$ cat src/rtl/palette_lut_banked.sv
// palette_lut_banked: double-banked writable palette, 2-stage index->RGB pipeline, frame-stepped fade scaler
// Inputs:  i_clk, i_rst (async, active-high); pixel i_pix_index/i_pix_valid; i_frame_start, i_bank_sel;
//          write port i_wr_en/i_wr_bank/i_wr_addr/i_wr_data {R,G,B}; fade request i_fade_go/i_fade_dir.
// Outputs: o_red/o_green/o_blue/o_rgb_valid (2-cycle latency); o_fade_busy; o_fade_level (0..2^LVL_W).
module palette_lut_banked #(
  parameter int IDX_W     = 4,
  parameter int CH_W      = 4,
  parameter int LVL_W     = 4,
  parameter int FADE_STEP = 4
) (
  input  logic              i_clk,
  input  logic              i_rst,
  input  logic [IDX_W-1:0]  i_pix_index,
  input  logic              i_pix_valid,
  input  logic              i_frame_start,
  input  logic              i_bank_sel,
  input  logic              i_wr_en,
  input  logic              i_wr_bank,
  input  logic [IDX_W-1:0]  i_wr_addr,
  input  logic [3*CH_W-1:0] i_wr_data,
  input  logic              i_fade_go,
  input  logic              i_fade_dir,
  output logic [CH_W-1:0]   o_red,
  output logic [CH_W-1:0]   o_green,
  output logic [CH_W-1:0]   o_blue,
  output logic              o_rgb_valid,
  output logic              o_fade_busy,
  output logic [LVL_W:0]    o_fade_level
);
  localparam int NE = 1 << IDX_W;
  localparam int PW = 3 * CH_W;
  localparam int FC_W = FADE_STEP > 1 ? $clog2(FADE_STEP) : 1;
  localparam logic [FC_W-1:0] FLAST = FC_W'(FADE_STEP - 1);
  localparam logic [FC_W-1:0] FONE = 1;
  localparam logic [LVL_W:0] LONE = 1;
  localparam logic [LVL_W:0] LMAX = {1'b1, {LVL_W{1'b0}}};
  localparam logic [11:0] DEF [16] = '{12'h660, 12'hFCC, 12'h8D0, 12'h000, 12'h050, 12'h520, 12'hFFF, 12'hAAA,
                                       12'hA4A, 12'h608, 12'h330, 12'h460, 12'h000, 12'h6A0, 12'h000, 12'h550};
  typedef enum logic [1:0] {IDLE, FADE_OUT, FADE_IN} state_t;
  logic [PW-1:0]    r_pal [2][NE];
  logic             r_bank;
  logic [PW-1:0]    r_s1_col;
  logic             r_s1_v;
  logic [CH_W-1:0]  r_red, r_green, r_blue;
  logic             r_rgb_valid;
  state_t           r_state, w_state;
  logic [FC_W-1:0]  r_fcnt, w_fcnt;
  logic [LVL_W:0]   r_level, w_level;
  logic             w_step;
  // The built-in table only applies to the 16-entry 4:4:4 configuration.
  function automatic logic [PW-1:0] def_entry(int i);
    logic [11:0] d;
    d = DEF[i[3:0]];
    return (IDX_W == 4 && CH_W == 4) ? PW'(d) : '0;
  endfunction
  // Product is formed at CH_W+LVL_W+1 bits so L = 2^LVL_W passes c through unchanged.
  function automatic logic [CH_W-1:0] scale(logic [CH_W-1:0] c, logic [LVL_W:0] l);
    logic [CH_W+LVL_W:0] p;
    p = {{(LVL_W+1){1'b0}}, c} * {{CH_W{1'b0}}, l};
    return CH_W'(p >> LVL_W);
  endfunction
  always_ff @(posedge i_clk or posedge i_rst)
    if (i_rst)
      for (int b = 0; b < 2; b++)
        for (int i = 0; i < NE; i++)
          r_pal[b][i] <= def_entry(i);
    else if (i_wr_en)
      r_pal[i_wr_bank][i_wr_addr] <= i_wr_data;
  always_ff @(posedge i_clk or posedge i_rst)
    if (i_rst)
      r_bank <= 1'b0;
    else if (i_frame_start)
      r_bank <= i_bank_sel;
  // Stage 1 reads with the pre-edge bank and contents, so same-cycle writes/swaps show up one lookup later.
  always_ff @(posedge i_clk or posedge i_rst)
    if (i_rst) begin
      r_s1_col    <= '0;
      r_s1_v      <= 1'b0;
      r_red       <= '0;
      r_green     <= '0;
      r_blue      <= '0;
      r_rgb_valid <= 1'b0;
    end else begin
      r_s1_col    <= r_pal[r_bank][i_pix_index];
      r_s1_v      <= i_pix_valid;
      r_red       <= r_s1_v ? scale(r_s1_col[3*CH_W-1 -: CH_W], r_level) : '0;
      r_green     <= r_s1_v ? scale(r_s1_col[2*CH_W-1 -: CH_W], r_level) : '0;
      r_blue      <= r_s1_v ? scale(r_s1_col[CH_W-1:0], r_level) : '0;
      r_rgb_valid <= r_s1_v;
    end
  always_ff @(posedge i_clk or posedge i_rst)
    if (i_rst) begin
      r_state <= IDLE;
      r_fcnt  <= '0;
      r_level <= LMAX;
    end else begin
      r_state <= w_state;
      r_fcnt  <= w_fcnt;
      r_level <= w_level;
    end
  // A frame_start arriving with fade_go in IDLE only starts the fade; counting begins next frame.
  always_comb begin
    w_state = r_state;
    w_fcnt  = r_fcnt;
    w_level = r_level;
    w_step  = 1'b0;
    if (r_state == IDLE) begin
      if (i_fade_go && !i_fade_dir && r_level != '0) begin
        w_state = FADE_OUT;
        w_fcnt  = '0;
      end else if (i_fade_go && i_fade_dir && r_level != LMAX) begin
        w_state = FADE_IN;
        w_fcnt  = '0;
      end
    end else if (i_frame_start) begin
      w_step  = r_fcnt == FLAST;
      w_fcnt  = w_step ? '0 : r_fcnt + FONE;
      w_level = !w_step ? r_level : r_state == FADE_OUT ? r_level - LONE : r_level + LONE;
      w_state = (w_step && (w_level == '0 || w_level == LMAX)) ? IDLE : r_state;
    end
  end
  assign o_red        = r_red;
  assign o_green      = r_green;
  assign o_blue       = r_blue;
  assign o_rgb_valid  = r_rgb_valid;
  assign o_fade_busy  = r_state != IDLE;
  assign o_fade_level = r_level;
endmodule

$ cat config.mk
export PLATFORM = sky130hd
export DESIGN_NAME = palette_lut_banked
export DESIGN_NICKNAME = d
export VERILOG_FILES = /design/src/rtl/palette_lut_banked.sv
export SDC_FILE = /design/constraint.sdc
export NUM_CORES = 1
export LEC_CHECK = 0
export ABC_AREA = 1
export BUFFER_PORTS_ARGS = -buffer_cell sky130_fd_sc_hd__buf_4
export CORE_ASPECT_RATIO = 0.9
export CORE_MARGIN = 2
export CORE_UTILIZATION = 63
export CTS_BUF_LIST = sky130_fd_sc_hd__clkbuf_4 sky130_fd_sc_hd__clkbuf_8 sky130_fd_sc_hd__clkbuf_16
export CTS_CLUSTER_DIAMETER = 200
export DETAILED_ROUTE_END_ITERATION = 10
export HOLD_SLACK_MARGIN = 0.08
export PLACE_DENSITY = 0.8
export RECOVER_POWER = 50
export SYNTH_ARGS = -nofsm -noshare
export SYNTH_HDL_FRONTEND = slang
export SYNTH_SLANG_ARGS = --single-unit
export TNS_END_PERCENT = 20
$ cat constraint.sdc
create_clock -name i_clk -period 17 [get_ports i_clk]
set_input_delay 3.4 -clock i_clk [delete_from_list [all_inputs] [get_ports i_clk]]
set_output_delay 3.4 -clock i_clk [all_outputs]
set_load 0.05 [all_outputs]
==> results.txt, run 1 <==
Syn Nets = 2413
yosys warns = 0
number of vias per cell = 6.25
status = finished with violations
vias = 16902
DRC Markers = 0
Peak VDD IR = 0.117 mV
clock transition at the registers of the reported paths = 60 ps
actual slew at the worst max-slew pin = 5620 ps
final std cells w/o fill = 2703
Mapped Avg Cell Area = 8.69 um^2
Root Buffer = clkbuf_16
Inserted Diodes = 0
most frequent cell on the critical path = buf_4
Lkg Pwr = 0.0101 uW
core area = 31900 um^2
Slew headroom = -275%
nature of the critical path startpoint = input port
Horiz. Die Dim = 193 um
Wirelength per Cell = 19.7 um
DR pass1 iterations = 6
CP Class = input port to async pin
placed insts = 2622
die height = 174 um
Crit path largest cell delay = 3020 ps
Detailed Place HPWL = 31.1 mm
register area = 10700 um^2
CP Data Arrival Time = 8580 ps
fin crit share = 47.2%
most frequent cells in the layout = nand2_1 (581), o21ai_0 (493), dfrtp_1 (294)
Levels on crit path = 4
Detailed Route WL = 53.2 mm
post-synthesis cell area = 20300 um^2
P&R area growth vs syn = 7.63%
worst skew pair latency = 570 ps
io pins = 48
setup bufs post-CTS = 0
Max Cap Viol = 1
CTS tree = yes
sequential area share after synthesis = 52.5%
Post-Synthesis Cells = 2340
Fin Hold WS = 481 ps
initial core utilization = 63.8%
Setup TNS Final = 0 ps
port bufs = 47
FF-to-FF path depth = 14
initial antenna violation count = 1
# nets final = 2325
GP Congestion = 0.828
FP Rows = 62
Final Setup Violations = 0
min Tclk post-route = 8020 ps
Synth Register Bits = 420
unrepaired setup endpoints after global routing = no
most common cell after layout, fill and taps aside = nand2_1
crit end category = async pin
largest net degree at the start of global routing = 155
Post-Place Cell Area = 20400 um^2
hold_buf cts = 0
crit path buf inv count = 4
die area = 33700 um^2
Resize count post-CTS = 0
Hold WC Path Type = flip-flop to flip-flop
CP required = 17560 ps
Overflow after GRT = 0
multi-input logic area = 8370 um^2
vias in the first global route = 16179
power per cell area = 140 nW/um^2
H-tree depth = 2
count of final hold-check violations = 0
Antenna Nets Post-Route = 0
Distinct cells, synth = 30
first-pass GRT wire length = 86.3 mm
CTS Buf Count = 44
Layout Skew = 21.7 ps
post-route cell area = 21900 um^2
crit-path leading delay family = buffers and inverters
Fillers = 2498
Max FO, Critical Path = 130
slowest CP cell = clkinvlp_2
critical-path cell list = clkbuf_4, clkinvlp_2, buf_4, buf_4
Max clock buf depth = 3
hold path depth = 2
Initial DRC Count = 1884
violated checks = capacitance limit, slew limit
CTS Sinks = 420
layout cells sized above 1 = 12.2%
Max Slew Vio Count = 131
Total GRT Usage = 31.9%
highest clock rate = 125 MHz
-- kinds of logic (layout without fill, tap and decap cells) --
group                      after synthesis  count (layout)  share of synthesized area, %
and+or+nand+nor                        890             890                          17.0
adders and majority gates               44              44                          3.26
xor gates and xnor gates                 9               9                         0.388
DFF                                    420             420                          52.5
buffers and inverters                  283             230                          6.34
AOI/OAI and AO/OA                      694             694                          20.6
-- through the flow --
| stage | setup WS (ps) | power [uW] | util (%) |
|---|---|---|---|
| 2_1_floorplan | 2120 | 1840 | - |
| 3_3_place_gp | 11010 | 1970 | 63.9 |
| 3_5_place_dp | 10960 | 2010 | 63.9 |
| 4_1_cts | 11550 | 3070 | 68.9 |
| 5_1_grt | 7890 | 3220 | 68.6 |
| 6_report | 8980 | 3060 | 68.6 |
-- final cells by class --
type                       count  area share [%]
tap                          416            2.38
inverter                      94            1.64
timing repair buffer          55            1.69
sequential                   420            48.8
multi-input combinational   1637            38.3
clock buffer                  62            5.85
clock inverter                19            1.43
-- layer usage --
| layer | wire length (um) | share of wire (%) | vias up | global-route usage [%] |
|---|---|---|---|---|
| met5 | 0 | 0 | - | 0 |
| met4 | 1750 | 3.3 | 0 | 12.1 |
| met1 | 22100 | 42 | 8262 | 44.5 |
| li1 | - | - | 7645 | - |
| met3 | 4950 | 9.3 | 128 | 5.51 |
| met2 | 24400 | 46 | 867 | 50.4 |
-- worst register-to-register path, stage by stage, from the launching register on --
cell and delay (ps):
dfrtp_1 750, nand2_1 180, fa_1 530, fa_1 500
inv_1 50, ha_1 270, nand4_1 100, o21bai_1 260
nand3_1 110, nand2_1 90, nand2_1 70, nand2_1 70
nand2_1 50, nand2_1 50, nor2_1 40
-- path summary, 6_finish.rpt --
path,start,endpoint,slack [ps]
worst max-delay path,i_rst,r_pal[325]$_DFFE_PP0P_,8980
worst min-delay path,r_pal[203]$_DFFE_PP0P_,r_pal[203]$_DFFE_PP0P_,480
worst max register to register,o_fade_level[2]$_DFFE_PP0P_,o_green[3]$_DFF_PP0_,13780
worst min register to register,r_pal[203]$_DFFE_PP0P_,r_pal[203]$_DFFE_PP0P_,480
max in group i_clk,i_wr_en,r_pal[377]$_DFFE_PP1P_,11500
min in group asynchronous,i_rst,r_pal[63]$_DFFE_PP0P_,4530
-- report_power, final --
group / internal (uW) / total [uW] / switching (uW)
clock: 649 / 1060 / 409
sequential: 1230 / 1380 / 141
combinational: 220 / 624 / 404
-- registers in the layout (all words and copies together) (netlist names) --
| name | cells |
|---|---|
| r_pal | 384 |
| r_s1_col | 12 |
| o_fade_level | 5 |
| o_blue | 4 |
| o_green | 4 |
| o_red | 4 |
| r_fcnt | 2 |
| r_state | 2 |
| o_rgb_valid | 1 |
| r_bank | 1 |
| r_s1_v | 1 |
-- cells in the mapped netlist --
cell,number,area share (%)
buf_6,18,1.0
xnor2_1,3,0.13
clkbuf_1,112,2.1
fa_1,15,1.5
buf_4,4,0.15
nand3_1,61,1.5
buf_8,1,0.074
nand4_1,7,0.22
dfrtp_1,295,36
o21bai_1,72,2.7
inv_1,91,1.7
inv_4,1,0.031
nor2_1,234,4.3
nand2_1,581,11
nor3_1,3,0.074
o221ai_1,96,4.1
o21ai_1,27,0.66
or2_1,2,0.062
inv_2,2,0.037
o21ai_0,466,11
ha_1,29,1.8
dfstp_2,125,16
buf_2,51,1.3
a21oi_1,4,0.098
buf_1,3,0.055
o211ai_1,1,0.037
o21bai_2,27,1.5
xor2_1,6,0.26
a22oi_1,1,0.037
nor2_2,2,0.062
Power figures use the tool's default switching activity.
==> inputs of run 2 (changes only) <==
- CORE_UTILIZATION: 63 -> 57
- PLACE_DENSITY: 0.8 -> 0.77
- clock period: 17 -> 6.5 ns (I/O delays scaled with it)
==> results.txt, run 2 (synthesis results as in run 1) <==
status = finished with violations
violated checks = capacitance limit, slew limit
P&R area growth vs syn = 7.49%
most common cell after layout, fill and taps aside = nand2_1
DR pass1 iterations = 6
PnR Total Power = 7760 uW
Antenna Nets Post-Route = 0
die area = 37200 um^2
clock share of power = 32.7%
Max Cap Viol = 1
Hold WC Path Type = flip-flop to flip-flop
CTS Sinks = 420
worst skew pair latency = 560 ps
Initial DRC Count = 1698
Net Switching = 2460 uW
Top reg by flops = r_pal
layout cells sized above 1 = 12.2%
Detailed Route WL = 53.7 mm
power per cell area = 355 nW/um^2
GRT Max-Usage Layer = met2
GRT met2 Usage = 46.3%
initial core utilization = 57.9%
H-tree depth = 2
Largest register FFs = 384
count of final hold-check violations = 0
Peak VDD IR = 0.220 mV
combinational share of power = 21.0%
Layout Skew = 16.9 ps
Detailed Place HPWL = 31.7 mm
most frequent cells in the layout = nand2_1 (581), o21ai_0 (480), dfrtp_1 (294)
setup ws final = 2690 ps
first-pass GRT wire length = 87.1 mm
Max Slew Vio Count = 44
Horiz. Die Dim = 203 um
Post-Place Cell Area = 20500 um^2
actual slew at the worst max-slew pin = 2500 ps
Slew headroom = -66.6%
Total GRT Usage = 29.5%
Internal = 5300 uW
CP required = 7030 ps
global routing usage on met1 = 41.8%
setup bufs post-CTS = 0
M3 GR Usage = 5.14%
nature of the critical path startpoint = input port
min Tclk post-route = 3810 ps
DRC Markers = 0
unrepaired setup endpoints after global routing = no
Max FO, Critical Path = 76
GP Congestion = 0.885
CP Data Arrival Time = 4340 ps
Resize count post-CTS = 0
clock transition at the registers of the reported paths = 60 ps
Lkg Pwr = 0.0100 uW
Core Util, Final = 62.2%
Wirelength per Cell = 19.5 um
# nets final = 2326
dpl ws = 2870 ps
CTS tree = yes
Net Sw Frac = 31.7%
Final Setup Violations = 0
CP Class = input port to async pin
io pins = 48
Inserted Diodes = 0
Overflow after GRT = 0
sequential power share = 46.3%
CTS Buf Count = 42
Root Buffer = clkbuf_16
port bufs = 47
FP Rows = 65
number of vias per cell = 6.05
vias in the first global route = 15993
highest clock rate = 263 MHz
largest net degree at the start of global routing = 154
initial antenna violation count = 0
Max clock buf depth = 3
hold_buf cts = 0
core area = 35100 um^2
crit end category = async pin
die height = 183 um
fin crit share = 58.6%
post-route cell area = 21900 um^2
vias = 16686
==> run 2: cell types whose count changed in the layout (fill, tap and decap cells not counted) <==
cell | previous run | this run
inv_6 | 2 | 3
nor2_2 | 0 | 1
bufinv_16 | 8 | 4
o21ai_0 | 493 | 480
clkbuf_4 | 16 | 13
clkinv_4 | 1 | 0
o21ai_1 | 0 | 13
clkinv_2 | 8 | 9
nor2_1 | 236 | 235
buf_12 | 1 | 3
clkinvlp_4 | 0 | 1
clkbuf_16 | 44 | 42
buf_4 | 34 | 38
clkbuf_8 | 7 | 8
==> run 2: worst paths after layout <==
kind	from	to	slack (ps)	cells past startpoint
hold / removal	r_pal[270]$_DFFE_PP0P_	r_pal[270]$_DFFE_PP0P_	480	2
setup reg to reg	o_fade_level[2]$_DFFE_PP0P_	o_blue[3]$_DFF_PP0_	3230	14
min in group asynchronous	i_rst	r_pal[379]$_DFFE_PP0P_	1690	3
hold reg to reg	r_pal[270]$_DFFE_PP0P_	r_pal[270]$_DFFE_PP0P_	480	2
setup / recovery	i_rst	r_pal[222]$_DFFE_PP0P_	2690	4
max in group i_clk	o_fade_level[2]$_DFFE_PP0P_	o_blue[3]$_DFF_PP0_	3230	14
==> run 2: per-stage QoR <==
step	cells	hold WS, ps	TNS (ps)
global route	2756	502	0
global placement	2678	461	0
floorplan	2340	381	-107220
CTS	2756	482	0
detailed placement	2678	467	0
finish	2756	480	0
==> run 2: worst max-delay path: stages <==
cell	delay [ps]
clkbuf_4	110
clkinvlp_2	50
clkbuf_1	1760
buf_4	1010
==> run 2: power by group through the flow <==
| stage | Combinational, uW | Sequential [uW] | Clock, uW |
|---|---|---|---|
| 6_report | 1630 | 3600 | 2540 |
| 3_3_place_gp | 1570 | 3610 | 0 |
| 3_5_place_dp | 1650 | 3620 | 0 |
| 2_1_floorplan | 1200 | 3610 | 0 |
| 5_1_grt | 1880 | 3650 | 2670 |
| 4_1_cts | 1660 | 3590 | 2560 |
==> run 2: area by class of cell <==
| cell class | instances | area [um^2] |
|---|---|---|
| Timing Repair Buffer | 58 | 417 |
| Fill cell | 2972 | 13300 |
| Inverter | 94 | 359 |
| Clock buffer | 61 | 1240 |
| Tap cell | 469 | 587 |
| Clock inverter | 17 | 206 |
| Sequential cell | 420 | 10700 |
| Multi-Input combinational cell | 1637 | 8380 |
==> run 2: layer usage <==
metal / share of wire [%] / up-vias
li1: - / 7645
met1: 43 / 8163
met2: 46 / 762
met3: 8.4 / 116
met4: 3.1 / 0
met5: 0 / -
==> inputs of run 3 (changes only) <==
- clock period: 6.5 -> 3.2 ns (I/O delays scaled with it)
==> results.txt, run 3 (synthesis results as in run 1) <==
reg2reg end = o_blue[3]$_DFF_PP0_
Worst Setup EP = o_blue[3]$_DFF_PP0_
count of final hold-check violations = 0
H-tree depth = 2
Overflow after GRT = 0
GP Congestion = 0.881
Fillers = 2937
initial core utilization = 57.9%
initial antenna violation count = 0
Hold WC Path Type = input port to async pin
crit end category = flip-flop
R2R setup slack = 270 ps
Total GRT Usage = 29.1%
Final Setup Violations = 0
FF-to-FF path depth = 14
# nets final = 2357
setup bufs post-CTS = 0
power per cell area = 730 nW/um^2
vias in the first global route = 16275
Net Switching = 5100 uW
r2r startpoint = o_fade_level[1]$_DFFE_PP0P_
core area = 35100 um^2
Max FO, Critical Path = 13
clock transition at the registers of the reported paths = 60 ps
Wirelength per Cell = 18.9 um
Root Buffer = clkbuf_16
Inserted Diodes = 0
Detailed Route WL = 52.6 mm
CP Class = flip-flop to flip-flop
worst skew pair latency = 560 ps
CTS tree = yes
FP Rows = 65
Lkg Pwr = 0.0103 uW
most frequent cells in the layout = nand2_1 (581), o21ai_0 (470), dfrtp_1 (294)
Core Util, Final = 63.4%
P&R area growth vs syn = 9.46%
Initial DRC Count = 1855
port bufs = 47
CTS Sinks = 420
DRC Markers = 0
actual slew at the worst max-slew pin = 2100 ps
die height = 183 um
Horiz. Die Dim = 203 um
DR pass1 iterations = 7
Max Slew Vio Count = 295
Max Cap Viol = 4
Slew headroom = -40.0%
layout cells sized above 1 = 13.9%
sequential power share = 44.3%
Peak VDD IR = 0.510 mV
largest net degree at the start of global routing = 159
Largest register FFs = 384
Setup TNS Final = 0 ps
violated checks = capacitance limit, slew limit
number of vias per cell = 6.04
vias = 16837
crit path launch = o_fade_level[1]$_DFFE_PP0P_
CTS Buf Count = 44
most common cell after layout, fill and taps aside = nand2_1
hold_buf cts = 0
unrepaired setup endpoints after global routing = no
CP required = 3640 ps
Max clock buf depth = 3
Detailed Place HPWL = 31.8 mm
Net Sw Frac = 31.4%
Resize count post-CTS = 0
nature of the critical path startpoint = flip-flop
io pins = 48
Antenna Nets Post-Route = 0
first-pass GRT wire length = 86.5 mm
clock share of power = 34.0%
Top reg by flops = r_pal
min Tclk post-route = 2930 ps
status = finished with violations
Layout Skew = 13.8 ps
die area = 37200 um^2
CP Data Arrival Time = 3360 ps
highest clock rate = 342 MHz
fin crit share = 91.5%
combinational share of power = 21.6%
Internal = 11200 uW
## run 3: cell types whose count changed in the layout (fill, tap and decap cells not counted), sizes merged
cell,previous run,this run
buf,41,79
inv,95,96
clkinvlp,2,3
clkbuf,78,65
bufinv,4,7
clkinv,10,12
## run 3: per-layer routing
metal  vias up  wire length, um  track usage [%]  share of wire [%]
met5         -                0                0                  0
met4         0             1550             10.1                2.9
met3       128             4770             4.92                9.1
met2       769            23400             44.9                 44
met1      8223            22900             42.0                 44
li1       7717                -                -                  -
## run 3: how the worst min path moves through the flow
stage | endpoint | slack (ps) | cells past startpoint
5_1_grt | r_s1_v$_DFF_PP0_ | 220 | 1
3_3_place_gp | r_pal[341]$_DFFE_PP0P_ | 460 | 2
6_report | r_pal[121]$_DFFE_PP0P_ | 220 | 2
2_1_floorplan | o_rgb_valid$_DFF_PP0_ | 380 | 0
4_1_cts | r_pal[121]$_DFFE_PP0P_ | 140 | 2
3_5_place_dp | r_pal[224]$_DFFE_PP0P_ | 470 | 2
## run 3: through the flow
stage / std cells / power [uW] / hold WS, ps / setup WS, ps / instance area [um^2]
2_1_floorplan: 2340 / 9780 / 381 / -3000 / 20300
3_3_place_gp: 2707 / 10500 / 460 / 386 / 20700
3_5_place_dp: 2707 / 10700 / 468 / 288 / 20700
4_1_cts: 2788 / 16300 / 138 / 265 / 22300
5_1_grt: 2788 / 17200 / 219 / 56.4 / 22300
6_report: 2788 / 16300 / 225 / 273 / 22300
## run 3: final cells by class
class	instances	area, um^2	area share [%]
tap	469	587	2.64
inverter	94	359	1.61
sequential	420	10700	47.9
multi-input combinational	1637	8380	37.6
timing repair buffer	87	693	3.11
clock buffer	57	1250	5.60
clock inverter	24	323	1.45
## run 3: worst max-delay path: stages (launching register included)
cell and delay (ps):
dfrtp_1 560, nand2_1 130, fa_1 500, fa_1 510
inv_1 50, ha_1 260, nand4_1 100, o21bai_1 230
nand3_1 100, nand2_1 80, nand2_1 60, nand2_1 70
nand2_1 50, nand2_1 60, nor2_1 40
## run 3: power by group through the flow
stage | Sequential (uW) | Clock, uW | Combinational, uW
after floorplan | 7340 | 0 | 2440
after global placement | 7210 | 0 | 3320
after detailed placement | 7260 | 0 | 3490
after CTS | 7180 | 5580 | 3510
after global routing | 7330 | 5820 | 4020
final | 7210 | 5530 | 3520
